--- config.mk ---
export PLATFORM = sky130hd
export DESIGN_NAME = axi_slave_rw_arbiter
export DESIGN_NICKNAME = d
export VERILOG_FILES = /design/src/rtl/axi_slave_pkg.sv /design/src/rtl/axi_burst_addr_gen.sv /design/src/rtl/axi_slave_rw_arbiter.sv
export SDC_FILE = /design/constraint.sdc
export NUM_CORES = 1
export LEC_CHECK = 0
export ABC_CLOCK_PERIOD_IN_PS = 7280
export CAP_MARGIN = 30
export CORE_MARGIN = 3
export CORE_UTILIZATION = 47
export CTS_BUF_LIST = sky130_fd_sc_hd__clkbuf_16
export DETAILED_ROUTE_END_ITERATION = 6
export GPL_TIMING_DRIVEN = 1
export HOLD_SLACK_MARGIN = 0.05
export PLACE_DENSITY = 0.85
export SYNTH_ARGS = -nofsm -noshare
export SYNTH_HDL_FRONTEND = slang
export SYNTH_SLANG_ARGS = --single-unit
--- constraint.sdc ---
create_clock -name CLK -period 7.28 [get_ports CLK]
set_input_delay 1.456 -clock CLK [delete_from_list [all_inputs] [get_ports CLK]]
set_output_delay 1.456 -clock CLK [all_outputs]
set_load 0.01 [all_outputs]
--- src/rtl/axi_slave_pkg.sv ---
// axi_slave_pkg: shared burst/resp constants, FSM state encodings and grant type for the AXI slave arbiter
package axi_slave_pkg;
    localparam logic [1:0] BURST_FIXED = 2'b00;
    localparam logic [1:0] BURST_INCR  = 2'b01;
    localparam logic [1:0] BURST_WRAP  = 2'b10;
    localparam logic [1:0] RESP_OKAY   = 2'b00;
    localparam logic [1:0] RESP_SLVERR = 2'b10;
    localparam logic [2:0] ST_IDLE     = 3'd0;
    localparam logic [2:0] ST_WR_DATA  = 3'd1;
    localparam logic [2:0] ST_WR_RESP  = 3'd2;
    localparam logic [2:0] ST_RD_ISSUE = 3'd3;
    localparam logic [2:0] ST_RD_WAIT  = 3'd4;
    localparam logic [2:0] ST_RD_RESP  = 3'd5;
    typedef enum logic {GRANT_WRITE = 1'b0, GRANT_READ = 1'b1} grant_t;
endpackage

--- src/rtl/axi_burst_addr_gen.sv ---
// axi_burst_addr_gen: combinational next-beat address (addr,len,size,burst in; next_addr out) for FIXED/INCR/WRAP
module axi_burst_addr_gen
    import axi_slave_pkg::*;
#(
    parameter int ADDR_W = 32
) (
    input  logic [ADDR_W-1:0] addr,
    input  logic [7:0]        len,
    input  logic [2:0]        size,
    input  logic [1:0]        burst,
    output logic [ADDR_W-1:0] next_addr
);
    logic [ADDR_W-1:0] step, mask, incr;
    always_comb begin
        step = ADDR_W'(1) << size;
        mask = ((ADDR_W'(len) + ADDR_W'(1)) << size) - ADDR_W'(1);
        incr = addr + step;
        next_addr = burst == BURST_FIXED ? addr :
                    burst == BURST_WRAP  ? (addr & ~mask) | (incr & mask) : incr;
    end
endmodule

--- src/rtl/axi_slave_rw_arbiter.sv ---
// axi_slave_rw_arbiter: AXI4 slave (AW/W/B/AR/R) to single-port beat bus (mem_req/ready/we/addr/wdata/wstrb/rvalid/rdata), round-robin R/W
module axi_slave_rw_arbiter
    import axi_slave_pkg::*;
#(
    parameter int ADDR_W = 32,
    parameter int DATA_W = 32,
    parameter int ID_W   = 12
) (
    input  logic                CLK,
    input  logic                RST,
    input  logic                axi_slave_awvalid,
    output logic                axi_slave_awready,
    input  logic [ADDR_W-1:0]   axi_slave_awaddr,
    input  logic [7:0]          axi_slave_awlen,
    input  logic [2:0]          axi_slave_awsize,
    input  logic [1:0]          axi_slave_awburst,
    input  logic [ID_W-1:0]     axi_slave_awid,
    input  logic                axi_slave_wvalid,
    output logic                axi_slave_wready,
    input  logic [DATA_W-1:0]   axi_slave_wdata,
    input  logic [DATA_W/8-1:0] axi_slave_wstrb,
    input  logic                axi_slave_wlast,
    output logic                axi_slave_bvalid,
    input  logic                axi_slave_bready,
    output logic [ID_W-1:0]     axi_slave_bid,
    output logic [1:0]          axi_slave_bresp,
    input  logic                axi_slave_arvalid,
    output logic                axi_slave_arready,
    input  logic [ADDR_W-1:0]   axi_slave_araddr,
    input  logic [7:0]          axi_slave_arlen,
    input  logic [2:0]          axi_slave_arsize,
    input  logic [1:0]          axi_slave_arburst,
    input  logic [ID_W-1:0]     axi_slave_arid,
    output logic                axi_slave_rvalid,
    input  logic                axi_slave_rready,
    output logic [ID_W-1:0]     axi_slave_rid,
    output logic [1:0]          axi_slave_rresp,
    output logic [DATA_W-1:0]   axi_slave_rdata,
    output logic                axi_slave_rlast,
    output logic                mem_req,
    input  logic                mem_ready,
    output logic                mem_we,
    output logic [ADDR_W-1:0]   mem_addr,
    output logic [DATA_W-1:0]   mem_wdata,
    output logic [DATA_W/8-1:0] mem_wstrb,
    input  logic                mem_rvalid,
    input  logic [DATA_W-1:0]   mem_rdata
);
    logic [2:0]        state;
    grant_t            last_grant;
    logic [ADDR_W-1:0] addr_q, next_addr;
    logic [7:0]        len_q, cnt;
    logic [2:0]        size_q;
    logic [1:0]        burst_q;
    logic [ID_W-1:0]   id_q;
    logic [DATA_W-1:0] rdata_q;
    logic              wr_gnt, rd_gnt, last_beat, unused_wlast;
    assign unused_wlast = axi_slave_wlast;
    assign wr_gnt = state == ST_IDLE && axi_slave_awvalid && (!axi_slave_arvalid || last_grant == GRANT_READ);
    assign rd_gnt = state == ST_IDLE && axi_slave_arvalid && (!axi_slave_awvalid || last_grant == GRANT_WRITE);
    assign last_beat = cnt == len_q;
    assign axi_slave_awready = wr_gnt;
    assign axi_slave_arready = rd_gnt;
    assign axi_slave_wready  = state == ST_WR_DATA && mem_ready;
    assign axi_slave_bvalid  = state == ST_WR_RESP;
    assign axi_slave_bid     = id_q;
    assign axi_slave_bresp   = RESP_OKAY;
    assign axi_slave_rvalid  = state == ST_RD_RESP;
    assign axi_slave_rid     = id_q;
    assign axi_slave_rresp   = RESP_OKAY;
    assign axi_slave_rdata   = rdata_q;
    assign axi_slave_rlast   = state == ST_RD_RESP && last_beat;
    assign mem_req   = (state == ST_WR_DATA && axi_slave_wvalid) || state == ST_RD_ISSUE;
    assign mem_we    = state == ST_WR_DATA;
    assign mem_addr  = addr_q;
    assign mem_wdata = axi_slave_wdata;
    assign mem_wstrb = state == ST_WR_DATA ? axi_slave_wstrb : '0;
    axi_burst_addr_gen #(.ADDR_W(ADDR_W)) u_addr_gen (
        .addr      (addr_q),
        .len       (len_q),
        .size      (size_q),
        .burst     (burst_q),
        .next_addr (next_addr)
    );
    always_ff @(posedge CLK or posedge RST) begin
        if (RST) begin
            state      <= ST_IDLE;
            last_grant <= GRANT_READ;
            addr_q     <= '0;
            len_q      <= '0;
            size_q     <= '0;
            burst_q    <= '0;
            id_q       <= '0;
            cnt        <= '0;
            rdata_q    <= '0;
        end else begin
            case (state)
                ST_IDLE: if (wr_gnt || rd_gnt) begin
                    addr_q     <= wr_gnt ? axi_slave_awaddr  : axi_slave_araddr;
                    len_q      <= wr_gnt ? axi_slave_awlen   : axi_slave_arlen;
                    size_q     <= wr_gnt ? axi_slave_awsize  : axi_slave_arsize;
                    burst_q    <= wr_gnt ? axi_slave_awburst : axi_slave_arburst;
                    id_q       <= wr_gnt ? axi_slave_awid    : axi_slave_arid;
                    cnt        <= '0;
                    last_grant <= wr_gnt ? GRANT_WRITE : GRANT_READ;
                    state      <= wr_gnt ? ST_WR_DATA : ST_RD_ISSUE;
                end
                ST_WR_DATA: if (axi_slave_wvalid && mem_ready) begin
                    addr_q <= next_addr;
                    cnt    <= cnt + 8'd1;
                    if (last_beat) state <= ST_WR_RESP;
                end
                ST_WR_RESP: if (axi_slave_bready) state <= ST_IDLE;
                ST_RD_ISSUE: if (mem_ready) state <= ST_RD_WAIT;
                ST_RD_WAIT: if (mem_rvalid) begin
                    rdata_q <= mem_rdata;
                    state   <= ST_RD_RESP;
                end
                ST_RD_RESP: if (axi_slave_rready) begin
                    if (last_beat) state <= ST_IDLE;
                    else begin
                        addr_q <= next_addr;
                        cnt    <= cnt + 8'd1;
                        state  <= ST_RD_ISSUE;
                    end
                end
                default: state <= ST_IDLE;
            endcase
        end
    end
endmodule
# After elaboration in Yosys (flattened, before gate mapping)
# Index checks and enable logic that the tools add are counted.
[totals]
wordCells = 85
reg_bits = 101
ramBits = 0
latch_bits = 0
mem_count = 0
out_inout_bits = 136
in_bits = 192
rom_bits = 0
[classes]
mux = 29
multipliers = 0
n_reduce_logical = 21
addsub = 4
bitwise_logic = 5
div_mod_pow = 0
order_cmp = 0
n_shift = 2
n_eq_ne = 15
[ops]
columns = ["operator", "n"]
rows = [
  ["32-bit 2-to-1 mux", 7],
  ["32-bit case mux with 3 select lines", 1],
  ["32-bit bitwise AND", 2],
  ["8-bit 2-to-1 mux", 5],
  ["32-bit adder", 1],
  ["32-bit inverter", 1],
  ["32-bit OR", 1],
  ["1-bit by 3-bit << shifter with 32-bit output (first input constant)", 1],
  ["32-bit by 3-bit << shifter with 32-bit output", 1],
  ["32-bit by 1-bit subtractor with 32-bit output (second input constant)", 1],
  ["3-bit 2-to-1 mux", 8],
  ["8-bit case mux with 3 select lines", 1],
  ["3-bit case mux with 6 select lines", 1],
  ["12-bit 2-to-1 mux", 1],
  ["2-bit by 1-bit != test with 1-bit output (second input constant)", 5],
  ["8-bit by 1-bit adder with 9-bit output (second input constant)", 1],
  ["8-bit by 1-bit adder with 8-bit output (second input constant)", 1],
  ["8-bit equality test", 1],
  ["1-bit logical AND", 8],
  ["7-bit AND reduction", 1],
  ["3-bit by 2-bit equality test with 1-bit output (second input constant)", 2],
  ["3-bit equality test (second input constant)", 2],
  ["2-bit 2-to-1 mux", 3],
  ["2-bit != test (second input constant)", 3],
  ["12 further kinds", 17],
]

# Depth between registers and ports, before layout
[logic_depth]
word_depth = 11
mapped_depth = 17

# Modules after synthesis
# A second synthesis with hierarchy kept.
[unflattened]
cells_unflattened = 854
hier_area_um2 = 7985.2
[by_module_without_submodules]
columns = ["mod", "instances", "cells_each", "area_each_um2"]
rows = [
  ["axi_slave_rw_arbiter", 1, 524, 5675.4],
  ["axi_burst_addr_gen", 1, 330, 2309.7],
]

# Worst setup path before layout
# No wires, ideal clock.
[synth_path]
path_type = "in2out"
from = "input port axi_slave_arvalid"
to = "output port axi_slave_awready"
required_time_ns = 5.824
cell_stages = 5
slack_ns = 3.464
arrival_ns = 2.360
path_cell_list = "inv_1 o211ai_1 buf_1 inv_2 clkbuf_1"
[synth_via]
elab_chain_cells = 3
[synth_lines]
columns = ["item", "line", "text"]
rows = [
  ["start, declared", "axi_slave_rw_arbiter.sv:27", "input logic axi_slave_arvalid,"],
  ["1-bit logical NOT", "axi_slave_rw_arbiter.sv:59", "assign wr_gnt = state == ST_IDLE && axi_slave_awvalid && (!axi_slave_arvalid || last_grant == GRANT_READ);"],
  ["1-bit logical OR", "axi_slave_rw_arbiter.sv:59", ""],
  ["1-bit logical AND", "axi_slave_rw_arbiter.sv:59", ""],
  ["end, declared", "axi_slave_rw_arbiter.sv:12", "output logic axi_slave_awready,"],
]
# No other way between the ends.

# Worst setup path in the final report
[layout_path]
from = "input port axi_slave_awvalid"
to = "output port axi_slave_arready"
[layout_via]
elab_chain_cells = 3
[layout_lines]
columns = ["item", "line", "text"]
rows = [
  ["start, declared", "axi_slave_rw_arbiter.sv:11", "input logic axi_slave_awvalid,"],
  ["1-bit logical NOT", "axi_slave_rw_arbiter.sv:60", "assign rd_gnt = state == ST_IDLE && axi_slave_arvalid && (!axi_slave_awvalid || last_grant == GRANT_WRITE);"],
  ["1-bit logical OR", "axi_slave_rw_arbiter.sv:60", ""],
  ["1-bit logical AND", "axi_slave_rw_arbiter.sv:60", ""],
  ["end, declared", "axi_slave_rw_arbiter.sv:28", "output logic axi_slave_arready,"],
]
# No other way between the ends.

==> impl_metrics.json <==
{
  "status": "finished clean",
  "yosysWarnings": 0,
  "path_common_cell": "clkdlybuf4s50_1",
  "numPortBuffers": 258,
  "antenna_cells": 0,
  "row_count": 45,
  "wire_per_inst_um": 18.3,
  "postCtsHoldBufs": 0,
  "final.min_clock_period_ns": 5.05,
  "die_height_um": 132,
  "avgViaCountPerCell": 5.65,
  "ir_drop_v": 0.000293,
  "grt_max_degree": 62,
  "max_clock_freq_mhz": 198,
  "synth_xor_area_share_pct": 4.59,
  "wl_um": 23700,
  "drtIter0Drc": 442,
  "cp-end-kind": "output port",
  "synth_ff_type": "dfrtp_1",
  "hold_ws_ns": 0.516,
  "pre_cts_ws_ns": 2.13,
  "clkLatencyLatePin_ns": 0.35,
  "clock-sinks": 101,
  "drt_pass1_iterations": 5,
  "initial_core_util_pct": 48.4,
  "rrSetupSlack_ns": 3.24,
  "worstPathRequired_ns": 5.82,
  "fill_cells": 1242,
  "hold_class": "reg -> reg",
  "clk_pin_slew_ns": 0.07,
  "synth_edf_count": 0,
  "synthTopCellsByArea": "dfrtp_1 (34%), mux2_2 (5.7%), nand2_1 (5.3%)",
  "core-area_um2": 15400,
  "slew_headroom_pct": 35.9,
  "ys_types": 82,
  "overflow": 0,
  "syn_inst": 899,
  "drc": 0,
  "dp_cells": 1280,
  "crit_path_start": "axi_slave_awvalid",
  "path_delay_family": "buffers and inverters",
  "multiInputGateArea_um2": 4280,
  "crit_end": "axi_slave_arready",
  "max_stage_delay_ns": 0.60,
  "worst_slew_pin_slew_ns": 0.938,
  "postCtsSetupRepairBufs": 0,
  "ctsHtreeMaxLevel": 3,
  "antenna_found_initial": 0,
  "grt_pass1_wl_um": 38100,
  "synth.area.mux_share_pct": 7.09,
  "path_cells": "clkdlybuf4s50_1, nand2_1, nand3_1, buf_4, inv_1, clkdlybuf4s50_1",
  "yosysSeqAreaShare_pct": 34.0,
  "synth_top_family_by_area": "compound AO/OA/AOI/OAI gates",
  "synth_top_cell_by_area": "dfrtp_1",
  "avgSynthCellArea_um2": 8.28,
  "p_per_area_nw_per_um2": 467,
  "postRouteAntennaNets": 0,
  "final_max_slew_viol_count": 0,
  "r2r_cells": 15,
  "skew_ns": 0.00813,
  "final-seq-area_um2": 2530,
  "worstPathArrival_ns": 3.59,
  "cts_tree": "yes",
  "num_vias": 7317,
  "rsz0062_at_grt": "no",
  "tns_ns": 0,
  "setup_viol": 0,
  "layout.nets": 1285,
  "synth_top_area_share_pct": 33.6,
  "ys_ff_latch": 101,
  "fin_crit_sh_pct": 69.3,
  "async_flop_share_pct": 100,
  "cts_root_buffer": "clkbuf_16",
  "drv_cap": 0,
  "cts_buffer_depth": 2,
  "track_usage_pct": 26.7,
  "leakagePower_nw": 4.04,
  "worstSetupPathType": "in -> out",
  "fin_ws_ns": 2.23,
  "synth_compound_area_share_pct": 22.2,
  "synth_fa_ha_area_share_pct": 2.29,
  "drive_above_1_share_pct": 8.48,
  "worst_setup_path_start_kind": "input port",
  "pin_count": 328,
  "path_depth": 6,
  "yosys.area_share.simple_pct": 20.9,
  "cts_resized": 0,
  "cp_slowest_cell": "clkdlybuf4s50_1",
  "hold_viol": 0,
  "layoutNonFillerInstCount": 1296,
  "die_w_um": 132,
  "rr_startpoint": "size_q[0]$_DFFE_PP0P_",
  "grt_pass1_vias": 7418,
  "cts_buffers": 9,
  "syn-cell-area_um2": 7450,
  "gp_congestion": 0.922,
  "crit_path_max_fanout": 25,
  "areaGrowthSynthToFinish_pct": 35.7,
  "dieArea_um2": 17400,
  "hpwl_um": 17800,
  "post-route-util_pct": 65.7,
  "path_buf_inv": 4
}
-- worst min path at each step --
| stage | from | to | depth (start not counted) |
|---|---|---|---|
| detailed placement | axi_slave_rdata[5]$_DFFE_PP0P_ | axi_slave_rdata[5]$_DFFE_PP0P_ | 1 |
| CTS | axi_slave_rdata[12]$_DFFE_PP0P_ | axi_slave_rdata[12]$_DFFE_PP0P_ | 1 |
| finish | axi_slave_rdata[14]$_DFFE_PP0P_ | axi_slave_rdata[14]$_DFFE_PP0P_ | 1 |
| floorplan | cnt[0]$_DFFE_PP0P_ | cnt[0]$_DFFE_PP0P_ | 1 |
| global placement | axi_slave_rdata[18]$_DFFE_PP0P_ | axi_slave_rdata[18]$_DFFE_PP0P_ | 1 |
| global route | axi_slave_rdata[14]$_DFFE_PP0P_ | axi_slave_rdata[14]$_DFFE_PP0P_ | 1 |
-- synth_stat cells, types with 10 or more instances --
master	instances
nor2_1	102
inv_1	16
mux2i_1	10
o21ai_0	37
a21oi_1	63
a31oi_1	12
ha_1	12
mux2_2	38
nor2b_1	11
xnor2_1	29
o22ai_1	29
clkbuf_1	35
nand3_1	31
nand2_1	106
and3_1	10
nand4_1	11
xor2_1	10
buf_4	50
nor3_1	15
dfrtp_1	100
-- where the power goes --
group          switching [W]  internal, W  leakage, nW
Combinational        0.00166      0.00142         2.70
Sequential          0.000339     0.000835         1.20
Clock               0.000229     0.000238        0.140
-- cell families after synthesis --
| logic type | Yosys count |
|---|---|
| compound gates | 246 |
| xor+xnor | 39 |
| fa+ha+maj | 13 |
| buf+inv | 121 |
| flops | 101 |
| mux | 48 |
| other cells | 1 |
| simple gates | 330 |
-- stage by stage --
step / area (um2) / power, W
finish: 10100 / 0.00472
global route: 10100 / 0.00508
CTS: 10100 / 0.00471
detailed placement: 9820 / 0.00422
global placement: 9820 / 0.00414
floorplan: 7460 / 0.00316
-- placed cells by master, fill, tap and decap left out, types with 5 or more instances in the layout --
cell type	n
mux2_2	38
o31ai_1	8
clkbuf_16	9
o211ai_1	9
a31oi_1	12
ha_1	12
o21a_1	5
nand2_1	106
and2_1	8
clkdlybuf4s50_1	258
a21o_1	5
nand4_1	11
xnor2_1	29
o22ai_1	29
buf_4	12
inv_1	16
nand2b_1	9
mux2i_1	10
o21ai_1	8
nor3_1	15
nand3_1	31
nor2_1	101
a211oi_1	9
and3_1	10
dfrtp_1	100
xor2_1	10
a21oi_1	63
o21ai_0	37
nor2b_1	11
-- layer usage --
metal  vias up  routed length [um]  GRT usage (%)
met5         -                   0              0
met4         0                 419           8.11
met3        27                1940           8.28
met2       289               12400           47.7
met1      3466                8950           30.7
li1       3535                   -              -
-- layout make-up --
class	instances	area share, %
Multi-Input combinational cell	680	42.4
Timing Repair Buffer	270	26.5
Sequential cell	101	25.0
Tap cell	211	2.61
Clock buffer	9	2.23
Inverter	18	0.694
Clock inverter	7	0.570
Power figures use the tool's default switching activity.
